File: src/rtl/select_arb_n_if.sv
// Handshake bundle for select_arb_n: CH producer channels feeding one registered consumer slot.
// master drives producer data, arbitration controls and out_ready; slave is the selector.
interface select_arb_n_if #(
  parameter int WIDTH = 32,
  parameter int CH    = 4,
  localparam int SEL_W = $clog2(CH)
);
  logic [CH*WIDTH-1:0] in_data;
  logic [CH-1:0]       in_valid;
  logic [CH-1:0]       in_ready;
  logic                mode;
  logic [SEL_W-1:0]    order;
  logic [WIDTH-1:0]    out_data;
  logic                out_valid;
  logic                out_ready;
  logic [SEL_W-1:0]    out_ch;

  modport master (
    output in_data, in_valid, mode, order, out_ready,
    input  in_ready, out_data, out_valid, out_ch
  );

  modport slave (
    input  in_data, in_valid, mode, order, out_ready,
    output in_ready, out_data, out_valid, out_ch
  );
endinterface

File: src/rtl/select_arb_n.sv
// N-way selector: fixed (order) or round-robin grant into a single registered output slot.
// Define SELN_XFER_CNT_EN to add a saturating 16-bit xfer_cnt of completed output transfers.
module select_arb_n #(
  parameter int WIDTH = 32,
  parameter int CH    = 4,
  localparam int SEL_W = $clog2(CH)
) (
  input  logic          clk,
  input  logic          rst_n,
  select_arb_n_if.slave bus
`ifdef SELN_XFER_CNT_EN
  ,
  output logic [15:0]   xfer_cnt
`endif
);

  logic [WIDTH-1:0] w_ch_data [CH];
  logic [WIDTH-1:0] r_out_data;
  logic [SEL_W-1:0] r_out_ch;
  logic [SEL_W-1:0] r_ptr;
  logic [SEL_W-1:0] w_grant;
  logic             r_out_valid;
  logic             w_grant_vld;
  logic             w_load_en;
  logic             w_load;

  // Position k steps after base in the rotating scan; base is always < CH.
  function automatic logic [SEL_W-1:0] rr_pos(input logic [SEL_W-1:0] base, input int k);
    int s;
    s = int'(base) + k;
    if (s >= CH) s = s - CH;
    return SEL_W'(s);
  endfunction

  assign w_load_en = !r_out_valid || bus.out_ready;
  assign w_load    = rst_n && w_load_en && w_grant_vld;

  generate
    for (genvar gi = 0; gi < CH; gi++) begin : g_ch
      assign w_ch_data[gi]    = bus.in_data[gi*WIDTH +: WIDTH];
      assign bus.in_ready[gi] = w_load && (int'(w_grant) == gi);
    end
  endgenerate

  always_comb begin
    w_grant     = '0;
    w_grant_vld = 1'b0;
    if (bus.mode) begin
      // Scan from the far end so the channel nearest the pointer is written last and wins.
      for (int k = CH - 1; k >= 0; k--) begin
        if (bus.in_valid[rr_pos(r_ptr, k)]) begin
          w_grant     = rr_pos(r_ptr, k);
          w_grant_vld = 1'b1;
        end
      end
    end else if (int'(bus.order) < CH) begin
      if (bus.in_valid[bus.order]) begin
        w_grant     = bus.order;
        w_grant_vld = 1'b1;
      end
    end
  end

  always_ff @(posedge clk) begin
    if (!rst_n) begin
      r_out_data  <= '0;
      r_out_ch    <= '0;
      r_out_valid <= 1'b0;
      r_ptr       <= '0;
    end else if (w_load) begin
      r_out_data  <= w_ch_data[w_grant];
      r_out_ch    <= w_grant;
      r_out_valid <= 1'b1;
      if (bus.mode) begin
        r_ptr <= (int'(w_grant) == CH - 1) ? '0 : w_grant + SEL_W'(1);
      end
    end else if (bus.out_ready) begin
      r_out_valid <= 1'b0;
    end
  end

  assign bus.out_data  = r_out_data;
  assign bus.out_ch    = r_out_ch;
  assign bus.out_valid = r_out_valid;

`ifdef SELN_XFER_CNT_EN
  logic [15:0] r_xfer_cnt;

  always_ff @(posedge clk) begin
    if (!rst_n) begin
      r_xfer_cnt <= '0;
    end else if (r_out_valid && bus.out_ready && (r_xfer_cnt != 16'hFFFF)) begin
      r_xfer_cnt <= r_xfer_cnt + 16'd1;
    end
  end

  assign xfer_cnt = r_xfer_cnt;
`endif

endmodule

File: src/flat_wrapper.sv
// flat-port wrapper written by rule: the top's interface ports become plain ports
module select_arb_n_flat 
#(
  parameter int WIDTH = 32,
  parameter int CH    = 4,
  localparam int SEL_W = $clog2(CH)
)
  (clk, rst_n, bus_in_data, bus_in_valid, bus_mode, bus_order, bus_out_ready, bus_in_ready, bus_out_data, bus_out_valid, bus_out_ch);
  select_arb_n_if #(.WIDTH(WIDTH), .CH(CH)) bus_i ();
  input  logic clk;
  input  logic rst_n;
  input wire logic [$bits(bus_i.in_data)-1:0] bus_in_data;
  input wire logic [$bits(bus_i.in_valid)-1:0] bus_in_valid;
  input wire logic [$bits(bus_i.mode)-1:0] bus_mode;
  input wire logic [$bits(bus_i.order)-1:0] bus_order;
  input wire logic [$bits(bus_i.out_ready)-1:0] bus_out_ready;
  output wire logic [$bits(bus_i.in_ready)-1:0] bus_in_ready;
  output wire logic [$bits(bus_i.out_data)-1:0] bus_out_data;
  output wire logic [$bits(bus_i.out_valid)-1:0] bus_out_valid;
  output wire logic [$bits(bus_i.out_ch)-1:0] bus_out_ch;
  assign bus_i.in_data = bus_in_data;
  assign bus_i.in_valid = bus_in_valid;
  assign bus_i.mode = bus_mode;
  assign bus_i.order = bus_order;
  assign bus_i.out_ready = bus_out_ready;
  assign bus_in_ready = bus_i.in_ready;
  assign bus_out_data = bus_i.out_data;
  assign bus_out_valid = bus_i.out_valid;
  assign bus_out_ch = bus_i.out_ch;
  select_arb_n #(.WIDTH(WIDTH), .CH(CH)) u_core (.clk(clk), .rst_n(rst_n), .bus(bus_i));
endmodule
File: config.mk
export PLATFORM = sky130hd
export DESIGN_NAME = select_arb_n_flat
export DESIGN_NICKNAME = d
export VERILOG_FILES = /design/src/rtl/select_arb_n_if.sv /design/src/rtl/select_arb_n.sv /design/src/flat_wrapper.sv
export SDC_FILE = /design/constraint.sdc
export NUM_CORES = 1
export LEC_CHECK = 0
export CORE_ASPECT_RATIO = 1.4
export CORE_MARGIN = 5
export CORE_UTILIZATION = 25
export CTS_BUF_LIST = sky130_fd_sc_hd__clkbuf_8
export DETAILED_ROUTE_END_ITERATION = 12
export HOLD_SLACK_MARGIN = 0.02
export MAX_ROUTING_LAYER = met4
export PLACE_DENSITY_LB_ADDON = 0.1
export SYNTH_ARGS = -nofsm -noshare
export SYNTH_HDL_FRONTEND = slang
export SYNTH_SLANG_ARGS = --single-unit
File: constraint.sdc
create_clock -name clk -period 3.2 [get_ports clk]
set_input_delay 0.64 -clock clk [delete_from_list [all_inputs] [get_ports clk]]
set_output_delay 0.64 -clock clk [all_outputs]
set_load 0.01 [all_outputs]
# Word level (Yosys, flattened, before mapping)
# Cells that the tools add are included.
[word_totals] ff_bits=37 inputBits=138
[op_classes] addsub=8 order_cmp=10 n_eq_ne=3 mux=36 n_bitwise=1 reduce_logical=11
[op_table] cell="$bmux W32 S2" count=1
[op_table] cell="$mux W32" count=2
[op_table] cell="$mux W2" count=15
[op_table] cell="$lt A2 B3 Y1 const B" count=5
[op_table] cell="$mux W1" count=13
[op_table] cell="$ge A3 B3 Y1 const B" count=4
[op_table] cell="$bmux W1 S2" count=5
[op_table] cell="$sub A2 B1 Y2 const B" count=4
[op_table] cell="$add A2 B2 Y3 const B" count=2
[op_table] cell="$logic_and A1 B1 Y1" count=6
[op_table] cell="$eq A2 B2 Y1 const B" count=2
[op_table] cell="$add A2 B1 Y3 const B" count=1
[op_table] cell="$ge A2 B3 Y1 const B" count=1
[op_table] cell="$not A2 Y3" count=1
[op_table] cell="$add A2 B1 Y2 const B" count=1
[op_table] cell="$eq A2 B1 Y1 const B" count=1
[op_table] cell="$logic_not A2 Y1" count=1
[op_table] cell="$reduce_and A2 Y1" count=1
[op_table] cell="$reduce_bool A2 Y1" count=1
[op_table] cell="$logic_not A1 Y1" count=1
[op_table] cell="$logic_or A1 B1 Y1" count=1

# Depth between registers and ports, before layout
# Gate-level depths: netlist of run 1.
[logic_depth] depth_word=15 mapped_depth=8 depth_no_buf=6

# Least setup slack after synthesis of run 1
# Ideal clock, no wire load.
[synth_timing] path_type="input -> output" startpoint="input bus_in_valid[0]" endpoint="output bus_in_ready[0]" arrival_ns=1.989 t_required_ns=2.560 setup_slack_ns=0.571 cell_stages=6 path_buffers=2 path_cell_list="or4_1 -> mux2i_1 -> nor2_1 -> buf_2 -> clkbuf_1 -> and3_1"
[synth_between] elab_chain_len=9 elab_cells_between_ends=25 cone_classes="mux (22); reduce/logical (3)"
[synth_rtl] item="start, declared" line="flat_wrapper.sv:13" text="input wire logic [$bits(bus_i.in_valid)-1:0] bus_in_valid;"
[synth_rtl] item="$bmux W1 S2" line="select_arb_n.sv:51" text="if (bus.in_valid[rr_pos(r_ptr, k)]) begin"
[synth_rtl] item="$mux W1 (not written as such)" line="select_arb_n.sv:51"
[synth_rtl] item="$mux W2 / $mux W1 (equally long branches) (4 in series)" line="select_arb_n.sv:51"
[synth_rtl] item="$mux W2 / $mux W1 (equally long branches)" line="select_arb_n.sv:48" text="if (bus.mode) begin"
[synth_rtl] item="$logic_not A2 Y1 / $logic_and A1 B1 Y1 (equally long branches)" line="select_arb_n.sv:41, select_arb_n.sv:36"
[synth_rtl] item="$logic_and A1 B1 Y1 (*)" line="select_arb_n.sv:41" text="assign bus.in_ready[gi] = w_load && (int'(w_grant) == gi);"
[synth_rtl] item="end, declared" line="flat_wrapper.sv:17" text="output wire logic [$bits(bus_i.in_ready)-1:0] bus_in_ready;"
# Every way passes the cells marked *; elsewhere a longest branch is shown, timed or not. The select of a mux whose other input is x is not followed.

# Worst setup path in the final report of run 1
[layout_timing] startpoint="input bus_in_valid[0]" endpoint="output bus_in_ready[2]"
[layout_between] elab_chain_len=9 elab_cells_between_ends=25 cone_classes="eq/ne (1); mux (22); reduce/logical (2)"
[layout_rtl] item="$bmux W1 S2" line="select_arb_n.sv:51"
[layout_rtl] item="$mux W1 (not written as such)" line="select_arb_n.sv:51"
[layout_rtl] item="$mux W2 / $mux W1 (equally long branches) (4 in series)" line="select_arb_n.sv:51"
[layout_rtl] item="$mux W2 / $mux W1 (equally long branches)" line="select_arb_n.sv:48"
[layout_rtl] item="$eq A2 B2 Y1 / $logic_and A1 B1 Y1 (equally long branches)" line="select_arb_n.sv:41, select_arb_n.sv:36"
[layout_rtl] item="$logic_and A1 B1 Y1 (*)" line="select_arb_n.sv:41"
# Marks and branches as above.

==> flow_metrics.env, run 1 <==
export IMPL_area_growth_pct=83.2
export IMPL_rsz0062_at_grt="false"
export IMPL_layout_drive_gt1_share_pct=11.4
export IMPL_h_tree_depth=2
export IMPL_drc=0
export IMPL_track_usage_pct=16.0
export IMPL_drt_iter0_drc=89
export IMPL_r2r_end="u_core.bus.out_data[10]"
export IMPL_worstReg2RegStart="u_core.r_ptr[0]"
export IMPL_finalClockSkew_ns=0.00387
export IMPL_synth_fp_nets=368
export IMPL_fin_ws_ns=0.127
export IMPL_critPathLaunch="bus_in_valid[0]"
export IMPL_cts_root_buffer="clkbuf_8"
export IMPL_synthCells=230
export IMPL_critical_path_class="input pin to primary output"
export IMPL_cp_num_cells=6
export IMPL_layout_commonest_cell="clkdlybuf4s50_1"
export IMPL_critical_path_max_stage_delay_ns=0.58
export IMPL_yosysTopAreaCell="dfxtp_1"
export IMPL_worstPathArrival_ns=2.43
export IMPL_p_leak_nw=1.84
export IMPL_vias_per_cell=4.97
export IMPL_seq_area_frac_synth_pct=31.7
export IMPL_maxSlewHeadroom_pct=37.6
export IMPL_netlist_top_cells_area="dfxtp_1 32%, mux2i_1 24%, a221oi_1 8.2%"
export IMPL_path_max_fanout=6
export IMPL_crit_end="bus_in_ready[2]"
export IMPL_clock_latency_ns=0.29
export IMPL_hold_violations=0
export IMPL_hold_slack_ns=0.497
export IMPL_reg2reg_slack_ns=0.85
export IMPL_ys_types=37
export IMPL_cap_violations=0
export IMPL_die_h_um=124
export IMPL_grt_first_pass_wirelength_um=14200
export IMPL_clock_fmax_mhz=325
export IMPL_stdcell_area_um2=4290
export IMPL_gp_congestion=0.773
export IMPL_grt_max_degree=38
export IMPL_layout_common_cells="172 x clkdlybuf4s50_1, 54 x mux2i_1, 37 x dfxtp_1, 29 x a21oi_1, 22 x a221oi_1"
export IMPL_port_buffers=176
export IMPL_outcome="complete, no violations"
export IMPL_drt_wl_total_um=9090
export IMPL_pre_cts_ws_ns=-0.176
export IMPL_nNetsFinal=541
export IMPL_yosys_warnings=0
export IMPL_start_util_pct=25.8
export IMPL_vias=2534
export IMPL_crit_path_top_delay_cell="or4_4"
export IMPL_placementRows=41
export IMPL_path_cells="clkdlybuf4s50_1 > or4_4 > mux2i_4 > or2_4 > nor4_1 > dlygate4sd2_1"
export IMPL_ff2ff_path_depth=7
export IMPL_finalCritPeriodShare_pct=96.0
export IMPL_critPathBufInv=2
export IMPL_dieWidth_um=91.8
export IMPL_avgSynthCellArea_um2=10.2
export IMPL_worstMarginPinSlew_ns=0.935
export IMPL_clk_path_buf_depth=2
export IMPL_ys_ff_latch=37
export IMPL_placed_area_um2=4170
export IMPL_critical_path_top_delay_family="buffers and inverters"
export IMPL_hold_class="register to register"
export IMPL_period_minus_slack_ns=3.07
export IMPL_async_flop_share_pct=0
export IMPL_required_ns=2.56
export IMPL_synth_top_area_share_pct=31.7
export IMPL_ir_worst_vdd_v=0.000142
export IMPL_worstSetupStartpointType="input pin"
export IMPL_tns_ns=0
export IMPL_core_um2=9080
export IMPL_num_antenna_cells=0
export IMPL_overflow=0
export IMPL_dr_pass1_iters=4
export IMPL_whs_path_depth=1
export IMPL_clkSinkCount=37
export IMPL_netlist_area_um2=2340
export IMPL_synth_edf_count=0
export IMPL_powerDensity_nw_per_um2=369
export IMPL_ys_flop_type="dfxtp_1"
export IMPL_cp_end_kind="primary output"
export IMPL_clk_pin_slew_ns=0.07
export IMPL_antenna_found_initial=0
export IMPL_post_dp_hpwl_um=6950
export IMPL_slew_viol_final=0
export IMPL_antenna_left=0
export IMPL_grt_pass1_vias=2679
export IMPL_io_pins=177
export IMPL_fin_util_pct=47.2
export IMPL_finalSetupViolCount=0
export IMPL_wl_per_cell_um=17.8
export IMPL_cts_made_buffers=5
export IMPL_dieArea_um2=11400
export IMPL_cts_tree="yes"
cell families (layout without fill, tap and decap cells):
family | count (synthesis) | after routing | synth area share [%]
compound gates | 74 | 74 | 23.8
xor+xnor | 1 | 1 | 0.374
buf+inv | 25 | 198 | 7.43
flops | 37 | 37 | 31.7
mux | 68 | 68 | 30.3
simple gates | 25 | 25 | 6.47
cell type report:
class	instances	area [um2]
clock inverters	1	3.75
fillers	913	4790
multi-input cells	168	1470
well taps	107	134
clock buffers	6	82.6
inverters	3	11.3
repair buffers	188	1850
flip-flops and latches	37	741
registers in the layout, indices dropped and copies added (netlist names):
register	cells
u_core.bus.out_data	32
u_core.bus.out_ch	2
u_core.r_ptr	2
u_core.bus.out_valid	1
where the power goes:
part	leakage (nW)	internal, W	switching, W
registers	0.309	0.000534	0.0000370
logic	1.48	0.000416	0.000266
clock network	0.0485	0.000168	0.000163
total	1.84	0.00112	0.000466
through the flow:
| stage | std cells | power, W |
|---|---|---|
| floorplan | 230 | 0.000896 |
| global placement | 503 | 0.00126 |
| detailed placement | 503 | 0.00127 |
| CTS | 510 | 0.00162 |
| global route | 510 | 0.00168 |
| finish | 510 | 0.00158 |
layer usage:
layer	track usage [%]	routed length [um]	up-vias
li1	-	-	1251
met2	30.7	5140	84
met1	16.6	3430	1191
met4	4.37	131	0
met3	2.36	389	8
met5	-	0	-
synthesized netlist by cell type, drive strengths merged, types with 2 or more instances:
master / count
a21oi: 30
a221o: 6
a221oi: 26
and2: 2
and3: 7
buf: 15
clkbuf: 7
dfxtp: 37
inv: 3
mux2: 12
mux2i: 55
nand2: 3
nor2: 4
nor2b: 2
nor3b: 2
o21ai: 3
o221ai: 2
what timing repair did:
action,CTS,global route
hold buffers,0,0
resized for setup,10,0
endpoints found under the setup margin,4,0
buffers inserted,0,0
worst min-delay path by stage:
stage                              start              endpoint  slack (ns)
finish              u_core.bus.out_ch[1]  u_core.bus.out_ch[1]        0.50
detailed placement  u_core.bus.out_ch[1]  u_core.bus.out_ch[1]        0.49
floorplan           u_core.bus.out_valid  u_core.bus.out_valid        0.52
global placement    u_core.bus.out_ch[1]  u_core.bus.out_ch[1]        0.47
CTS                 u_core.bus.out_ch[1]  u_core.bus.out_ch[1]        0.51
global route        u_core.bus.out_ch[1]  u_core.bus.out_ch[1]        0.53
worst register-to-register path, delay by kind of cell, from the launching register on:
family / cells / cell delay, ns
multiplexers: 1 / 0.40
flip-flops: 1 / 0.40
AO/OA/AOI/OAI: 4 / 0.89
buffers and inverters: 1 / 0.36
AND/OR/NAND/NOR: 1 / 0.18
(Power assumes the default switching activity.)
==> run 2: changes to the inputs <==
--- a/config.mk
+++ b/config.mk
@@ -7,7 +7,7 @@
 export LEC_CHECK = 0
 export CORE_ASPECT_RATIO = 1.4
 export CORE_MARGIN = 5
-export CORE_UTILIZATION = 25
+export CORE_UTILIZATION = 38
 export CTS_BUF_LIST = sky130_fd_sc_hd__clkbuf_8
 export DETAILED_ROUTE_END_ITERATION = 12
 export HOLD_SLACK_MARGIN = 0.02
==> flow_metrics.env, run 2 (same netlist as run 1, synthesis figures left out) <==
export IMPL_dr_pass1_iters=5
export IMPL_track_usage_pct=20.8
export IMPL_finalSetupViolCount=0
export IMPL_critPathBufInv=2
export IMPL_clock_fmax_mhz=333
export IMPL_finalNonFillerCells=471
export IMPL_cts_made_buffers=5
export IMPL_seq_power_share_pct=36.4
export IMPL_clkSinkCount=37
export IMPL_num_antenna_cells=0
export IMPL_placementRows=33
export IMPL_dieArea_um2=7850
export IMPL_h_tree_depth=2
export IMPL_hold_violations=0
export IMPL_outcome="complete, no violations"
export IMPL_cap_violations=0
export IMPL_grt_pass1_vias=2605
export IMPL_path_cells="clkdlybuf4s50_1 > mux4_2 > mux2i_4 > or2_2 > nor4_1 > dlygate4sd2_1"
export IMPL_largest_reg_flops=32
export IMPL_port_buffers=176
export IMPL_layout_common_cells="168 x clkdlybuf4s50_1, 54 x mux2i_1, 37 x dfxtp_1, 29 x a21oi_1, 22 x a221oi_1"
export IMPL_overflow=0
export IMPL_io_pins=177
export IMPL_antenna_left=0
export IMPL_power_share_clock_pct=20.5
export IMPL_fin_ws_ns=0.195
export IMPL_finalClockSkew_ns=0.00490
export IMPL_hold_path_endpoint="u_core.bus.out_ch[1]"
export IMPL_powerDensity_nw_per_um2=371
export IMPL_period_minus_slack_ns=3.00
export IMPL_switching_share_pct=29.1
export IMPL_core_um2=5950
export IMPL_vias=2563
export IMPL_hold_slack_ns=0.501
export IMPL_gp_congestion=0.814
export IMPL_finalCritPeriodShare_pct=93.9
export IMPL_drc=0
export IMPL_worstPathArrival_ns=2.36
export IMPL_rsz0062_at_grt="false"
export IMPL_worstSetupStartpointType="input pin"
export IMPL_clock_latency_ns=0.28
export IMPL_maxSlewHeadroom_pct=35.5
export IMPL_critical_path_top_delay_family="buffers and inverters"
export IMPL_whs_path_depth=1
export IMPL_worstMarginPinSlew_ns=0.967
export IMPL_area_growth_pct=81.0
export IMPL_grt_max_degree=42
export IMPL_antenna_found_initial=0
export IMPL_fill_cells=506
export IMPL_drt_wl_total_um=8310
export IMPL_slew_viol_final=0
export IMPL_hp_start="u_core.bus.out_ch[1]"
export IMPL_p_leak_nw=1.86
export IMPL_crit_path_top_delay_cell="mux4_2"
export IMPL_clk_pin_slew_ns=0.07
export IMPL_ff2ff_path_depth=8
export IMPL_path_max_fanout=4
export IMPL_reg2reg_slack_ns=0.86
export IMPL_r2r_end="u_core.bus.out_data[11]"
export IMPL_critical_path_max_stage_delay_ns=0.53
export IMPL_critical_path_class="input pin to primary output"
export IMPL_layout_commonest_cell="clkdlybuf4s50_1"
export IMPL_wl_per_cell_um=17.6
export IMPL_start_util_pct=39.4
export IMPL_dp_cells=464
export IMPL_worstReg2RegStart="u_core.r_ptr[1]"
export IMPL_cts_tree="yes"
export IMPL_combPwrFrac_pct=43.1
export IMPL_grt_first_pass_wirelength_um=12700
export IMPL_p_switching_w=0.000457
export IMPL_nNetsFinal=539
export IMPL_p_int_w=0.00112
export IMPL_cp_end_kind="primary output"
export IMPL_drt_iter0_drc=77
export IMPL_dieWidth_um=76.3
export IMPL_cts_root_buffer="clkbuf_8"
export IMPL_hold_class="register to register"
export IMPL_layout_drive_gt1_share_pct=11.5
export IMPL_clk_path_buf_depth=2
export IMPL_hold_buffers=0
export IMPL_post_dp_hpwl_um=6470
export IMPL_required_ns=2.56
export IMPL_ir_worst_vdd_v=0.000249
export IMPL_die_h_um=103
export IMPL_vias_per_cell=5.44
export IMPL_pre_cts_ws_ns=-0.190
==> run 2: cell count changes in the layout (fill, tap and decap cells not counted), sizes merged <==
cell / previous run / this run
buf: 12 / 10
dlymetal6s2s: 0 / 2
clkdlybuf4s50: 172 / 168
dlygate4sd2: 4 / 6
==> run 2: stage by stage <==
step / total power (W) / setup TNS (ns) / utilization [%] / cell area (um2)
floorplan: 0.000896 / 0 / - / 2340
CTS: 0.00159 / -0.0228 / 71.0 / 4220
detailed placement: 0.00126 / -2.70 / 69.3 / 4120
finish: 0.00157 / 0 / 71.2 / 4240
global placement: 0.00125 / -1.24 / 69.3 / 4120
global route: 0.00166 / 0 / 71.2 / 4240
==> run 2: how the worst max path moves through the flow <==
stage / startpoint / to / slack [ns] / cells past startpoint
after floorplan: bus_in_valid[0] / bus_in_ready[0] / 0.57 / 6
after global placement: bus_in_valid[1] / bus_in_ready[2] / -0.12 / 6
after detailed placement: bus_in_valid[1] / bus_in_ready[2] / -0.19 / 6
after CTS: bus_in_valid[2] / bus_in_ready[0] / -0.02 / 6
after global routing: bus_in_valid[3] / bus_in_ready[2] / 0.1 / 8
final: bus_in_valid[3] / bus_in_ready[2] / 0.20 / 6
==> run 2: power groups by stage <==
stage	registers [W]	logic (W)	clock network [W]
3_3_place_gp	0.000576	0.000672	0
4_1_cts	0.000572	0.000687	0.000333
2_1_floorplan	0.000611	0.000285	0
5_1_grt	0.000580	0.000729	0.000351
3_5_place_dp	0.000581	0.000681	0
6_report	0.000572	0.000678	0.000322
==> run 2: metal layers <==
metal	up-vias	GRT usage, %	routed length [um]
li1	1244	-	-
met1	1183	21.2	2950
met2	122	38.0	4510
met3	14	5.77	669
met4	0	7.54	183
met5	-	-	0
==> run 2: layout make-up <==
| cell class | count | area, um2 | share of cell area (%) |
|---|---|---|---|
| Clock buffer | 6 | 82.6 | 1.95 |
| Clock inverter | 1 | 3.75 | 0.0886 |
| Inverter | 3 | 11.3 | 0.266 |
| Multi-Input combinational cell | 168 | 1460 | 34.5 |
| Sequential cell | 37 | 741 | 17.5 |
| Tap cell | 70 | 87.6 | 2.07 |
| Timing Repair Buffer | 186 | 1850 | 43.6 |
==> run 2: what timing repair did <==
action,CTS,global route
setup buffers,0,0
resized for setup,10,4
endpoints found under the setup margin,4,1
==> run 3: changes to the inputs <==
--- a/config.mk
+++ b/config.mk
@@ -10,6 +10,7 @@
 export CORE_UTILIZATION = 38
 export CTS_BUF_LIST = sky130_fd_sc_hd__clkbuf_8
 export DETAILED_ROUTE_END_ITERATION = 12
+export GPL_TIMING_DRIVEN = 0
 export HOLD_SLACK_MARGIN = 0.02
 export MAX_ROUTING_LAYER = met4
 export PLACE_DENSITY_LB_ADDON = 0.1
==> flow_metrics.env, run 3 (same netlist as run 1, synthesis figures left out) <==
export IMPL_powerDensity_nw_per_um2=380
export IMPL_area_growth_pct=84.0
export IMPL_p_leak_nw=1.89
export IMPL_num_antenna_cells=0
export IMPL_dr_pass1_iters=4
export IMPL_placementRows=33
export IMPL_clk_pin_slew_ns=0.08
export IMPL_worstMarginPinSlew_ns=0.453
export IMPL_layout_drive_gt1_share_pct=12.1
export IMPL_fill_cells=494
export IMPL_outcome="complete, no violations"
export IMPL_grt_pass1_vias=2800
export IMPL_critical_path_max_stage_delay_ns=0.55
export IMPL_overflow=0
export IMPL_core_um2=5950
export IMPL_h_tree_depth=2
export IMPL_finalCritPeriodShare_pct=95.6
export IMPL_reg2reg_slack_ns=1.02
export IMPL_hp_start="u_core.bus.out_ch[1]"
export IMPL_period_minus_slack_ns=3.06
export IMPL_finalClockSkew_ns=0.00903
export IMPL_io_pins=177
export IMPL_vias=2591
export IMPL_clk_path_buf_depth=2
export IMPL_critPathLaunch="bus_in_valid[1]"
export IMPL_grt_first_pass_wirelength_um=13300
export IMPL_track_usage_pct=21.6
export IMPL_cts_tree="yes"
export IMPL_start_util_pct=39.4
export IMPL_layout_common_cells="166 x clkdlybuf4s50_1, 54 x mux2i_1, 37 x dfxtp_1, 29 x a21oi_1, 22 x a221oi_1"
export IMPL_antenna_left=0
export IMPL_slew_viol_final=0
export IMPL_drt_wl_total_um=8720
export IMPL_cts_made_buffers=5
export IMPL_path_cells="dlygate4sd2_1 > or4_4 > mux2i_4 > nor2_2 > buf_6 > and3_1 > dlygate4sd2_1"
export IMPL_clock_latency_ns=0.29
export IMPL_drc=0
export IMPL_worstPathArrival_ns=2.42
export IMPL_layout_commonest_cell="clkdlybuf4s50_1"
export IMPL_dieWidth_um=76.3
export IMPL_cap_violations=0
export IMPL_cts_root_buffer="clkbuf_8"
export IMPL_fin_util_pct=72.4
export IMPL_drt_iter0_drc=84
export IMPL_worstSetupStartpointType="input pin"
export IMPL_hold_slack_ns=0.492
export IMPL_worstReg2RegStart="u_core.r_ptr[0]"
export IMPL_post_dp_hpwl_um=7040
export IMPL_crit_path_top_delay_cell="or4_4"
export IMPL_hold_violations=0
export IMPL_rsz0062_at_grt="false"
export IMPL_clock_fmax_mhz=327
export IMPL_finalSetupViolCount=0
export IMPL_clkSinkCount=37
export IMPL_antenna_found_initial=0
export IMPL_maxSlewHeadroom_pct=69.7
export IMPL_required_ns=2.56
export IMPL_vias_per_cell=5.38
export IMPL_cp_end_kind="primary output"
export IMPL_finalPower_w=0.00164
export IMPL_die_h_um=103
export IMPL_dieArea_um2=7850
export IMPL_ir_worst_vdd_v=0.000237
export IMPL_path_max_fanout=19
export IMPL_port_buffers=176
export IMPL_grt_max_degree=20
export IMPL_largest_reg_flops=32
export IMPL_wl_per_cell_um=18.1
export IMPL_nNetsFinal=549
export IMPL_worst_path_most_repeated_cell="dlygate4sd2_1"
export IMPL_critical_path_class="input pin to primary output"
export IMPL_hold_class="register to register"
export IMPL_gp_congestion=0.845
-- run 3: cell types whose count changed in the layout (fill, tap and decap cells not counted), moves of 2 or more --
cell / before / now
buf_6: 0 / 9
buf_4: 9 / 2
clkbuf_1: 0 / 5
dlygate4sd2_1: 6 / 10
buf_2: 0 / 3
clkdlybuf4s50_1: 168 / 166
dlymetal6s2s_1: 2 / 0
-- run 3: critical path, delay by kind of cell --
kind / cells / cell delay (ns)
AND/OR/NAND/NOR: 3 / 0.82
buffers and inverters: 3 / 0.75
multiplexers: 1 / 0.20
-- run 3: metrics by stage --
step | std cells | worst slack (ns) | setup TNS (ns) | area, um2
floorplan | 230 | 0.571 | 0 | 2340
global placement | 476 | -0.759 | -2.15 | 4190
detailed placement | 476 | -0.767 | -2.36 | 4190
CTS | 482 | 0.105 | 0 | 4300
global route | 482 | 0.0257 | 0 | 4300
finish | 482 | 0.142 | 0 | 4300
-- run 3: per-layer routing --
metal,routed length (um),global-route usage [%],up-vias
li1,-,-,1264
met1,3270,22.7,1191
met2,4600,39.4,124
met3,649,5.51,12
met4,191,7.40,0
met5,0,-,-
-- run 3: worst paths after layout --
path / endpoint / depth (start not counted)
max: bus_in_ready[0] / 7
min reg2reg: u_core.bus.out_ch[1] / 1
min: u_core.bus.out_ch[1] / 1
max reg2reg: u_core.bus.out_data[3] / 8
-- run 3: repair_timing --
action | 4_1_cts | 5_1_grt
gates resized for setup | 17 | 1
buffers inserted | 1 | 0
hold buffers | 0 | 0
pin swaps | 2 | 0
setup endpoints to repair | 4 | 2
-- run 3: cell type report --
| class | count | area [um2] | area share (%) |
|---|---|---|---|
| Timing Repair Buffer | 177 | 1760 | 40.8 |
| Multi-Input combinational cell | 168 | 1450 | 33.7 |
| Sequential cell | 37 | 741 | 17.2 |
| Buffer | 19 | 158 | 3.66 |
| Clock buffer | 7 | 96.3 | 2.24 |
| Tap cell | 70 | 87.6 | 2.03 |
| Inverter | 3 | 11.3 | 0.262 |
| Clock inverter | 1 | 5.00 | 0.116 |
-- run 3: where the power goes --
group / switching [W] / internal [W] / total, W / leakage, nW
Clock: 0.000168 / 0.000195 / 0.000363 / 0.0542
Combinational: 0.000274 / 0.000429 / 0.000703 / 1.53
Sequential: 0.0000382 / 0.000533 / 0.000572 / 0.309
